File: src/rtl/fru_pla_cfg_loader_if.sv
// Configuration stream interface for the FRU PLA configuration loader.
//   CfgStart : one-cycle pulse that begins or restarts a load (master -> slave)
//   CfgValid : CfgData holds a word                          (master -> slave)
//   CfgData  : configuration or checksum word                (master -> slave)
//   CfgReady : loader accepts a word this cycle              (slave -> master)
interface fru_pla_cfg_loader_if #(
  parameter int WORD_W = 8
);
  logic              CfgStart;
  logic              CfgValid;
  logic [WORD_W-1:0] CfgData;
  logic              CfgReady;

  modport master (output CfgStart, output CfgValid, output CfgData, input  CfgReady);
  modport slave  (input  CfgStart, input  CfgValid, input  CfgData, output CfgReady);
endinterface

File: src/rtl/fru_pla_cfg_loader.sv
// Configuration controller for the segmented FRU PLA.
// Assembles a word-serial configuration stream in a shadow register, checks a
// trailing XOR checksum and commits the shadow image to the active
// configuration in one edge. The PLA only ever sees checked images.
// Ports:
//   clk, rst_n   : clock, synchronous active-low reset
//   cfg          : configuration stream (slave side of fru_pla_cfg_loader_if)
//   PlaCfg       : active configuration driving all segments
//   PlaCfgValid  : PlaCfg holds a committed, checked image
//   CfgDone      : one-cycle pulse after a commit
//   CfgError     : sticky checksum error, cleared by the next CfgStart
//   CfgBusy      : load in progress
module fru_pla_cfg_loader #(
  parameter int OUTPUT_SIZE  = 4,
  parameter int SEGMENT_SIZE = 2,
  parameter int MINTERMS     = 4,
  parameter int WORD_W       = 8,
  localparam int SEG_BITS    = MINTERMS * (2 * SEGMENT_SIZE) + MINTERMS,
  localparam int CFG_BITS    = OUTPUT_SIZE * SEG_BITS,
  localparam int NUM_WORDS   = (CFG_BITS + WORD_W - 1) / WORD_W
) (
  input  logic                clk,
  input  logic                rst_n,
  fru_pla_cfg_loader_if.slave cfg,
  output logic [CFG_BITS-1:0] PlaCfg,
  output logic                PlaCfgValid,
  output logic                CfgDone,
  output logic                CfgError,
  output logic                CfgBusy
);

  localparam int CNT_W = $clog2(NUM_WORDS + 1);
  localparam int PAD_W = NUM_WORDS * WORD_W;

  typedef enum logic [1:0] {
    IDLE,
    LOAD,
    CHK
  } state_t;

  state_t              r_state;
  logic [CNT_W-1:0]    r_cnt;
  logic [WORD_W-1:0]   r_xor;
  logic [CFG_BITS-1:0] r_shadow;
  logic [CFG_BITS-1:0] r_placfg;
  logic                r_placfg_valid;
  logic                r_done;
  logic                r_error;
  logic                r_busy;
  logic                r_ready;

  logic [PAD_W-1:0]    w_pad;
  logic [CFG_BITS-1:0] w_shadow_nxt;
  logic                w_last_word;

  // Shadow update is built on a word-aligned padded copy so the final word
  // can be written whole; any bits beyond CFG_BITS simply fall off.
  always_comb begin
    w_pad                 = '0;
    w_pad[CFG_BITS-1:0]   = r_shadow;
    for (int unsigned k = 0; k < NUM_WORDS; k++) begin
      if (r_cnt == CNT_W'(k)) begin
        w_pad[k*WORD_W +: WORD_W] = cfg.CfgData;
      end
    end
    w_shadow_nxt = w_pad[CFG_BITS-1:0];
  end

  assign w_last_word = (r_cnt == CNT_W'(NUM_WORDS - 1));

  always_ff @(posedge clk) begin
    if (!rst_n) begin
      r_state        <= IDLE;
      r_cnt          <= '0;
      r_xor          <= '0;
      r_shadow       <= '0;
      r_placfg       <= '0;
      r_placfg_valid <= 1'b0;
      r_done         <= 1'b0;
      r_error        <= 1'b0;
      r_busy         <= 1'b0;
      r_ready        <= 1'b0;
    end else begin
      r_done <= 1'b0;
      // A start pulse wins over any word presented on the same edge.
      if (cfg.CfgStart) begin
        r_state <= LOAD;
        r_cnt   <= '0;
        r_xor   <= '0;
        r_error <= 1'b0;
        r_busy  <= 1'b1;
        r_ready <= 1'b1;
      end else begin
        unique case (r_state)
          IDLE: begin
            r_ready <= 1'b0;
            r_busy  <= 1'b0;
          end
          LOAD: begin
            if (cfg.CfgValid) begin
              r_shadow <= w_shadow_nxt;
              r_xor    <= r_xor ^ cfg.CfgData;
              r_cnt    <= r_cnt + 1'b1;
              if (w_last_word) begin
                r_state <= CHK;
              end
            end
          end
          CHK: begin
            if (cfg.CfgValid) begin
              if (cfg.CfgData == r_xor) begin
                r_placfg       <= r_shadow;
                r_placfg_valid <= 1'b1;
                r_done         <= 1'b1;
              end else begin
                r_error <= 1'b1;
              end
              r_state <= IDLE;
              r_busy  <= 1'b0;
              r_ready <= 1'b0;
            end
          end
          default: begin
            r_state <= IDLE;
            r_busy  <= 1'b0;
            r_ready <= 1'b0;
          end
        endcase
      end
    end
  end

  assign cfg.CfgReady = r_ready;
  assign PlaCfg       = r_placfg;
  assign PlaCfgValid  = r_placfg_valid;
  assign CfgDone      = r_done;
  assign CfgError     = r_error;
  assign CfgBusy      = r_busy;

endmodule

File: src/flat_wrapper.sv
// flat-port wrapper written by rule: the top's interface ports become plain ports
module fru_pla_cfg_loader_flat 
#(
  parameter int OUTPUT_SIZE  = 4,
  parameter int SEGMENT_SIZE = 2,
  parameter int MINTERMS     = 4,
  parameter int WORD_W       = 8,
  localparam int SEG_BITS    = MINTERMS * (2 * SEGMENT_SIZE) + MINTERMS,
  localparam int CFG_BITS    = OUTPUT_SIZE * SEG_BITS,
  localparam int NUM_WORDS   = (CFG_BITS + WORD_W - 1) / WORD_W
)
  (clk, rst_n, PlaCfg, PlaCfgValid, CfgDone, CfgError, CfgBusy, cfg_CfgStart, cfg_CfgValid, cfg_CfgData, cfg_CfgReady);
  fru_pla_cfg_loader_if #(.WORD_W(WORD_W)) cfg_i ();
  input  logic clk;
  input  logic rst_n;
  output logic [CFG_BITS-1:0] PlaCfg;
  output logic PlaCfgValid;
  output logic CfgDone;
  output logic CfgError;
  output logic CfgBusy;
  input wire logic [$bits(cfg_i.CfgStart)-1:0] cfg_CfgStart;
  input wire logic [$bits(cfg_i.CfgValid)-1:0] cfg_CfgValid;
  input wire logic [$bits(cfg_i.CfgData)-1:0] cfg_CfgData;
  output wire logic [$bits(cfg_i.CfgReady)-1:0] cfg_CfgReady;
  assign cfg_i.CfgStart = cfg_CfgStart;
  assign cfg_i.CfgValid = cfg_CfgValid;
  assign cfg_i.CfgData = cfg_CfgData;
  assign cfg_CfgReady = cfg_i.CfgReady;
  fru_pla_cfg_loader #(.OUTPUT_SIZE(OUTPUT_SIZE), .SEGMENT_SIZE(SEGMENT_SIZE), .MINTERMS(MINTERMS), .WORD_W(WORD_W)) u_core (.clk(clk), .rst_n(rst_n), .cfg(cfg_i), .PlaCfg(PlaCfg), .PlaCfgValid(PlaCfgValid), .CfgDone(CfgDone), .CfgError(CfgError), .CfgBusy(CfgBusy));
endmodule
File: config.mk
export PLATFORM = sky130hd
export DESIGN_NAME = fru_pla_cfg_loader_flat
export DESIGN_NICKNAME = d
export VERILOG_FILES = /design/src/rtl/fru_pla_cfg_loader_if.sv /design/src/rtl/fru_pla_cfg_loader.sv /design/src/flat_wrapper.sv
export SDC_FILE = /design/constraint.sdc
export NUM_CORES = 1
export LEC_CHECK = 0
export ABC_AREA = 1
export CORE_ASPECT_RATIO = 1.2
export CORE_MARGIN = 2
export CORE_UTILIZATION = 58
export DETAILED_ROUTE_END_ITERATION = 7
export GPL_ROUTABILITY_DRIVEN = 0
export PLACE_DENSITY = 0.81
export SLEW_MARGIN = 20
export SYNTH_ARGS = -nofsm -noshare
export SYNTH_HDL_FRONTEND = slang
export SYNTH_SLANG_ARGS = --single-unit
export TNS_END_PERCENT = 5
File: constraint.sdc
create_clock -name clk -period 2.41 [get_ports clk]
set_input_delay 0.3615 -clock clk [delete_from_list [all_inputs] [get_ports clk]]
set_output_delay 0.3615 -clock clk [all_outputs]
set_load 0.01 [all_outputs]
==> impl_metrics.tcl, run 1 <==
set metrics [dict create \
    min_period_ns 1.73 \
    clkSinkCount 178 \
    finalClockSkew_ns 0.00999 \
    utilization_pct 73.7 \
    fin_crit_sh_pct 71.9 \
    cts.clk_slew.worst_paths_ns 0.06 \
    rsz0062_at_grt "false" \
    place_hpwl_um 8990 \
    cp.arrival_ns 1.37 \
    p_clk_share_pct 45.9 \
    root_buffer "clkbuf_16" \
    vias 5783 \
    placed_cells 1155 \
    drc 0 \
    async_flop_share_pct 0 \
    p_per_area_mw_per_mm2 685 \
    setup_viol 0 \
    endpoint_kind "output port" \
    ys.flop_type "dfxtp_1" \
    antenna_found_initial 0 \
    worstRegToRegCells 6 \
    via_per_inst 4.87 \
    crit_path_start "u_core.CfgBusy" \
    power_switching_uw 1280 \
    cts_max_level 4 \
    r2r_slack_ns 0.77 \
    worst_ep_required_time_ns 2.05 \
    antennaDiodeCount 0 \
    hold_buffers 0 \
    holdPathStages 3 \
    grt-ovfl-total 0 \
    drv_slew 0 \
    cts_made_buffers 17 \
    drive_above_1_share_pct 8.35 \
    ir_worst_vdd_mv 0.513 \
    critPathTopFamily "buffers and inverters" \
    clock_latency_ns 0.43 \
    grt_pass1_vias 5185 \
    port_buffers 96 \
    fillers 940 \
    seqCellArea_mm2 0.00356 \
    grt_first_pass_wirelength_um 24300 \
    intPower_uw 4550 \
    core-area_mm2 0.0116 \
    ant_nets 0 \
    sequentialPowerShare_pct 50.8 \
    ys_warn_count 0 \
    synthDistinctLibCells 23 \
    path_cells "clkdlybuf4s50_1" \
    max_freq_mhz 577 \
    io_pins 97 \
    p_sw_share_pct 22.0 \
    multi_input_comb_area_mm2 0.00255 \
    cts_buffer_depth 2 \
    max_slew_margin_pct 59.8 \
    crit_buf_inv 1 \
    synth-seq-area-share_pct 52.0 \
    cp_slowest_cell "clkdlybuf4s50_1" \
    drt_iter0_drc 350 \
    worst_slew_pin_slew_ns 0.602 \
    hold_path_class "input pin to flop" \
    r2r_start "u_core.r_cnt[1]" \
    ys_seq_elements 178 \
    synth_edf_count 0 \
    avgRoutedWirePerCell_um 12.3 \
    synth_area_per_cell_um2 7.41 \
    leakage_uw 0.00406 \
    gr-usage-all-layers_pct 24.3 \
    combPwrFrac_pct 3.3 \
    final_common_cell "nand2_1" \
    tritoncts "done" \
    post_cts.repair.setup_buffers 0 \
    crit_cells 1 \
    dr.pass1.iters 5 \
    syn_nets 941 \
    slowest_delay_ns 0.56 \
    hold_viol 0 \
    die_area_mm2 0.0127 \
    post_cts_resized 0 \
    tns_ns 0 \
    syn_to_final_growth_pct 24.3 \
    num-nets-final 1033 \
    rows 43 \
    instances_no_fill 1187 \
    critical_path_peak_fanout 3 \
    grt_max_degree 92 \
    hold_start "rst_n" \
    syn_area_mm2 0.00686 \
    outcome "complete, no violations" \
    dieWidth_um 103 \
    die_h_um 123 \
    critical_path_class "flop to output port" \
    critPathLaunchType "flop" \
    postSynthCellCount 925 \
    cap_violations 0 \
    wl_um 14600 \
    final_cell_mix "nand2_1, dfxtp_1, nor2_1" \
    start_util_pct 59.3 \
]
synth_stat cells, types with 2 or more instances:
library cell / n / share of area, %
nand2_1: 200 / 11
dfxtp_1: 178 / 52
nor2_1: 169 / 9.3
inv_1: 109 / 6.0
a21oi_1: 94 / 6.9
o21ai_0: 91 / 6.6
clkbuf_1: 18 / 0.99
buf_2: 11 / 0.80
inv_2: 10 / 0.55
buf_4: 9 / 0.99
buf_6: 9 / 1.5
nor3_2: 8 / 1.2
ha_1: 4 / 0.73
nor2_2: 4 / 0.36
nand3_1: 2 / 0.15
nand3_2: 2 / 0.29
routing by layer:
| layer | part of all wire, % | vias up | global-route usage [%] | routed length [µm] |
|---|---|---|---|---|
| met3 | 4.7 | 14 | 5.48 | 692 |
| met5 | 0 | - | 0 | 0 |
| met4 | 0.89 | 0 | 6.58 | 130 |
| met2 | 50 | 122 | 42.2 | 7290 |
| met1 | 44 | 2611 | 30.3 | 6470 |
| li1 | - | 3036 | - | - |
sequential cells by signal (all words and copies together) (netlist names):
name,cells
u_core.r_cnt,4
u_core.CfgDone,1
u_core.CfgError,1
u_core.PlaCfgValid,1
u_core.PlaCfg,80
u_core.r_state,2
u_core.CfgBusy,1
u_core.r_shadow,80
u_core.r_xor,8
power by group through the flow:
stage / Combinational, µW / Clock, µW / Sequential, µW
after floorplan: 107 / 0 / 3030
after global placement: 189 / 0 / 3030
after detailed placement: 191 / 0 / 3030
after CTS: 192 / 2710 / 2960
after global routing: 211 / 2840 / 2960
final: 193 / 2680 / 2960
logic make-up after synthesis:
logic type | Yosys count | synth area share (%)
flip-flops | 178 | 52.0
AND/OR/NAND/NOR | 390 | 22.8
AO/OA/AOI/OAI | 186 | 13.6
adder cells (fa/ha/maj) | 4 | 0.730
buffers and inverters | 167 | 10.8
final cells by class:
cell class                      instances  share of cell area, %
Multi-Input combinational cell        580                   29.9
Tap cell                              157                   2.30
Clock buffer                           21                   5.64
Timing Repair Buffer                  121                   13.9
Sequential cell                       178                   41.8
Clock inverter                         11                   1.20
Inverter                              119                   5.24
path summary, 6_finish.rpt:
check,end
worst max-delay path,cfg_CfgReady
worst min-delay path,u_core.PlaCfg[17]
worst max register to register,u_core.r_shadow[76]
worst min register to register,u_core.r_shadow[64]
through the flow:
| step | setup WS (ns) | hold WS, ns | area (µm²) | power, µW |
|---|---|---|---|---|
| after floorplan | 0.981 | 0.424 | 6860 | 3140 |
| after global placement | 0.318 | 0.434 | 7940 | 3220 |
| after detailed placement | 0.245 | 0.437 | 7940 | 3220 |
| after CTS | 0.657 | 0.209 | 8520 | 5870 |
| after global routing | 0.516 | 0.236 | 8520 | 6010 |
| final | 0.677 | 0.219 | 8520 | 5840 |
No activity file was read; power rests on OpenSTA's default activity.
==> inputs of run 2 (changes only) <==
CORE_UTILIZATION = 54   (was 58)
PLACE_DENSITY = 0.76   (was 0.81)
clock period = 1.71 ns   (was 2.41 ns; I/O delays follow)
==> run 2 against run 1 <==
Compared with the run above:
- worst setup slack worse by 0.60 ns
- power is 42% higher
- non-clock buffer count is 16 higher
- routed wire length is 1.5% higher
- final cell count is 1.9% higher
- clock power is 42% higher
- flip-flop and latch count stayed put
- final area is 1.9% higher
- hold slack worse by 0.061 ns
- die area is 7.1% higher
- via count is 0.55% higher
- clock skew hardly changed
==> impl_metrics.tcl, run 2 (synthesized netlist as in run 1, its figures left out) <==
set metrics [dict create \
    worst_slew_pin_slew_ns 0.369 \
    port_buffers 96 \
    slowest_delay_ns 0.56 \
    num-nets-final 1049 \
    cts_made_buffers 17 \
    combPwrFrac_pct 3.4 \
    ant_nets 0 \
    fin_crit_sh_pct 95.6 \
    hold_viol 0 \
    placed_cells 1178 \
    finalClockSkew_ns 0.0103 \
    rsz0062_at_grt "false" \
    core-area_mm2 0.0125 \
    vias 5815 \
    rows 45 \
    power_switching_uw 1930 \
    max_freq_mhz 612 \
    tritoncts "done" \
    worst_ep_required_time_ns 1.45 \
    io_pins 97 \
    antenna_found_initial 0 \
    drive_above_1_share_pct 9.75 \
    die_h_um 127 \
    grt_first_pass_wirelength_um 24500 \
    critPathLaunchType "flop" \
    p_sw_share_pct 23.3 \
    gr-usage-all-layers_pct 22.3 \
    sequentialPowerShare_pct 50.5 \
    root_buffer "clkbuf_16" \
    die_area_mm2 0.0136 \
    instances_no_fill 1210 \
    cp.arrival_ns 1.38 \
    intPower_uw 6350 \
    endpoint_kind "output port" \
    crit_buf_inv 1 \
    p_per_area_mw_per_mm2 952 \
    hold_buffers 0 \
    drv_slew 0 \
    drc 0 \
    final_common_cell "nand2_1" \
    cts_max_level 4 \
    final_cell_mix "nand2_1, dfxtp_1, nor2_1" \
    p_clk_share_pct 46.1 \
    cap_violations 0 \
    critical_path_class "flop to output port" \
    drt_iter0_drc 305 \
    grt-ovfl-total 0 \
    cts_buffer_depth 2 \
    leakage_uw 0.00414 \
    ir_worst_vdd_mv 0.595 \
    grt_max_degree 95 \
    min_period_ns 1.63 \
    grt_pass1_vias 5251 \
    critPathTopFamily "buffers and inverters" \
    cp_slowest_cell "clkdlybuf4s50_1" \
    timing.final.ws_setup_ns 0.0758 \
    post_cts.repair.setup_buffers 0 \
    cts.clk_slew.worst_paths_ns 0.07 \
    outcome "complete, no violations" \
    path_cells "clkdlybuf4s50_1" \
    dieWidth_um 107 \
    dr.pass1.iters 4 \
    start_util_pct 54.9 \
    hold_path_class "input pin to flop" \
    clock_latency_ns 0.43 \
    avgRoutedWirePerCell_um 12.2 \
    post-place-ws_ns -0.188 \
    via_per_inst 4.81 \
    setup_viol 0 \
    max_slew_margin_pct 75.4 \
    antennaDiodeCount 0 \
    syn_to_final_growth_pct 26.7 \
    place_hpwl_um 9120 \
    critical_path_peak_fanout 3 \
    clkSinkCount 178 \
    post_cts_resized 0 \
    wl_um 14800 \
]
[run 2: cell types whose count changed in the layout (fill, tap and decap cells not counted)]
cell / previous run / this run
clkinv_2: 3 / 1
buf_4: 23 / 36
buf_12: 3 / 6
clkinv_4: 2 / 0
clkinvlp_4: 3 / 4
clkbuf_8: 4 / 1
inv_8: 0 / 2
inv_6: 2 / 6
[run 2: power groups by stage]
stage                     sequential (µW)  combinational [µW]  clock (µW)
after CTS                            4180                 283        3860
after global placement               4270                 278           0
after detailed placement             4270                 281           0
after floorplan                      4270                 151           0
after global routing                 4180                 308        4030
final                                4180                 284        3810
[run 2: layout make-up]
class                           instances  area [µm²]
Tap cell                              164         205
Inverter                              119         447
Sequential cell                       178        3560
Timing Repair Buffer                  137        1340
Multi-Input combinational cell        580        2550
Clock inverter                         14         140
Fill cell                            1014        3810
Clock buffer                           18         439
[run 2: through the flow]
step | util [%] | power, µW | hold WS [ns] | TNS, ns | instance area [µm²]
floorplan | - | 4420 | 0.423 | 0 | 6860
global placement | 64.9 | 4550 | 0.435 | -9.15 | 8110
detailed placement | 64.9 | 4550 | 0.435 | -11.57 | 8110
CTS | 69.5 | 8320 | 0.154 | 0 | 8690
global route | 69.5 | 8520 | 0.175 | 0 | 8690
finish | 69.5 | 8270 | 0.158 | 0 | 8690
[run 2: path summary, 6_finish.rpt]
check,from,to,slack [ns],cells after the start
setup / recovery,u_core.CfgBusy,CfgBusy,0.08,1
hold / removal,rst_n,u_core.PlaCfg[16],0.16,3
setup reg to reg,u_core.r_xor[1],u_core.PlaCfg[18],0.19,9
hold reg to reg,u_core.r_shadow[68],u_core.r_shadow[68],0.45,2
[run 2: metal layers]
metal | global-route usage, % | share of wire (%) | routed length [µm] | vias to the layer above
met3 | 4.34 | 3.6 | 530 | 26
met5 | 0 | 0 | 0 | -
met4 | 9.40 | 2.4 | 356 | 0
li1 | - | - | - | 3064
met2 | 37.1 | 49 | 7190 | 116
met1 | 28.4 | 46 | 6740 | 2609
==> inputs of run 3 (changes only) <==
CORE_MARGIN = unset   (was 2)
CTS_CLUSTER_DIAMETER = 120   (was unset)
==> run 3 against run 2 <==
Compared with the run above:
- power is 2.7% lower
- register-to-register slack hardly changed
- clock power is 5.8% lower
- flip-flop and latch count stayed put
- sequential power hardly changed
- highest routed layer unchanged
- critical path type unchanged
- clock-buffer cell count is 1 lower
==> impl_metrics.tcl, run 3 (synthesized netlist as in run 1, its figures left out) <==
set metrics [dict create \
    outcome "complete, no violations" \
    avgRoutedWirePerCell_um 12.4 \
    rows 44 \
    fillers 1007 \
    place_hpwl_um 8930 \
    crit_cells 1 \
    antennaDiodeCount 0 \
    combPwrFrac_pct 3.5 \
    grt_pass1_vias 5219 \
    cts.clk_slew.worst_paths_ns 0.06 \
    ant_nets 0 \
    die_area_mm2 0.0132 \
    critPathLaunchType "flop" \
    dr.pass1.iters 5 \
    port_buffers 96 \
    cts_made_buffers 17 \
    drt_iter0_drc 318 \
    leakage_uw 0.00409 \
    wl_um 14900 \
    dpl-instance-area_mm2 0.00805 \
    gr-usage-all-layers_pct 23.9 \
    hold_path_class "input pin to flop" \
    clkSinkCount 178 \
    final_cell_mix "nand2_1, dfxtp_1, nor2_1" \
    p_clk_share_pct 44.6 \
    drc 0 \
    root_buffer "clkbuf_16" \
    cts_max_level 4 \
    worst_ep_required_time_ns 1.45 \
    clock_latency_ns 0.42 \
    post_cts_resized 0 \
    drv_slew 0 \
    min_period_ns 1.63 \
    critPathTopFamily "buffers and inverters" \
    path_cells "clkdlybuf4s50_1" \
    setup_viol 0 \
    start_util_pct 56.1 \
    endpoint_kind "output port" \
    final_common_cell "nand2_1" \
    num-nets-final 1043 \
    ir_worst_vdd_mv 0.680 \
    worst_slew_pin_slew_ns 0.335 \
    worstRegToRegCells 7 \
    grt-ovfl-total 0 \
    fin_crit_sh_pct 95.4 \
    critical_path_peak_fanout 3 \
    io_pins 97 \
    stdcell_area_mm2 0.00859 \
    grt_max_degree 90 \
    crit_buf_inv 1 \
    max_slew_margin_pct 77.6 \
    dieWidth_um 105 \
    p_per_area_mw_per_mm2 938 \
    cp_slowest_cell "clkdlybuf4s50_1" \
    holdPathStages 3 \
    cp.arrival_ns 1.37 \
    post_cts.repair.setup_buffers 0 \
    hold_buffers 0 \
    critical_path_class "flop to output port" \
    cap_violations 0 \
    intPower_uw 6250 \
    cts_buffer_depth 2 \
    die_h_um 125 \
    hold_viol 0 \
    drive_above_1_share_pct 9.06 \
    rsz0062_at_grt "false" \
    p_sw_share_pct 22.4 \
    antenna_found_initial 0 \
    total_power_uw 8050 \
    tritoncts "done" \
    grt_first_pass_wirelength_um 25000 \
    finalClockSkew_ns 0.00677 \
    vias 5798 \
    max_freq_mhz 613 \
    core-area_mm2 0.0122 \
    syn_to_final_growth_pct 25.2 \
    via_per_inst 4.84 \
    power_switching_uw 1810 \
    slowest_delay_ns 0.56 \
    sequentialPowerShare_pct 51.9 \
]
-- run 3: cell types whose count changed in the layout (fill, tap and decap cells not counted) --
cell / change
buf_12: -1
clkinv_4: +2
clkinv_2: +3
clkbuf_8: -1
inv_6: -4
buf_4: -5
inv_8: -2
-- run 3: stage by stage --
| step | hold slack [ns] | cells | utilization, % | TNS [ns] | worst slack [ns] |
|---|---|---|---|---|---|
| after floorplan | 0.423 | 925 | - | 0 | 0.340 |
| after global placement | 0.433 | 1169 | 65.8 | -8.56 | -0.135 |
| after detailed placement | 0.439 | 1169 | 65.8 | -10.99 | -0.192 |
| after CTS | 0.142 | 1199 | 70.3 | 0 | 0.0676 |
| after global routing | 0.159 | 1199 | 70.3 | 0 | 0.0199 |
| final | 0.154 | 1199 | 70.3 | 0 | 0.0789 |
-- run 3: layout make-up --
cell class / count / area [µm²] / area share (%)
Sequential cell: 178 / 3560 / 41.5
Multi-Input combinational cell: 580 / 2550 / 29.7
Timing Repair Buffer: 131 / 1280 / 14.9
Inverter: 119 / 447 / 5.20
Clock buffer: 17 / 425 / 4.95
Tap cell: 161 / 201 / 2.35
Clock inverter: 13 / 115 / 1.34
-- run 3: power groups by stage --
stage	registers (µW)	logic [µW]	clock network [µW]
finish	4180	284	3590
CTS	4180	285	3640
floorplan	4270	151	0
global placement	4270	278	0
detailed placement	4270	281	0
global route	4180	311	3830
-- run 3: worst min-delay path: cells and delay by family --
kind / cells / cell delay [ns]
buf+inv: 1 / 0.17
simple gates: 2 / 0.11
-- run 3: path summary, 6_finish.rpt --
kind                                           from             endpoint  slack, ns
worst min register to register  u_core.r_shadow[64]  u_core.r_shadow[64]       0.45
worst min-delay path                          rst_n    u_core.PlaCfg[22]       0.15
worst max register to register      u_core.r_cnt[1]  u_core.r_shadow[14]       0.20
worst max-delay path                 u_core.CfgBusy         cfg_CfgReady       0.08
-- run 3: per-layer routing --
layer  up-vias  wire, µm  global-route usage, %
met5         -         0                      0
met4         0       295                   8.78
met3        23       529                   5.58
met2       108      7280                   40.6
met1      2618      6790                   29.4
li1       3049         -                      -
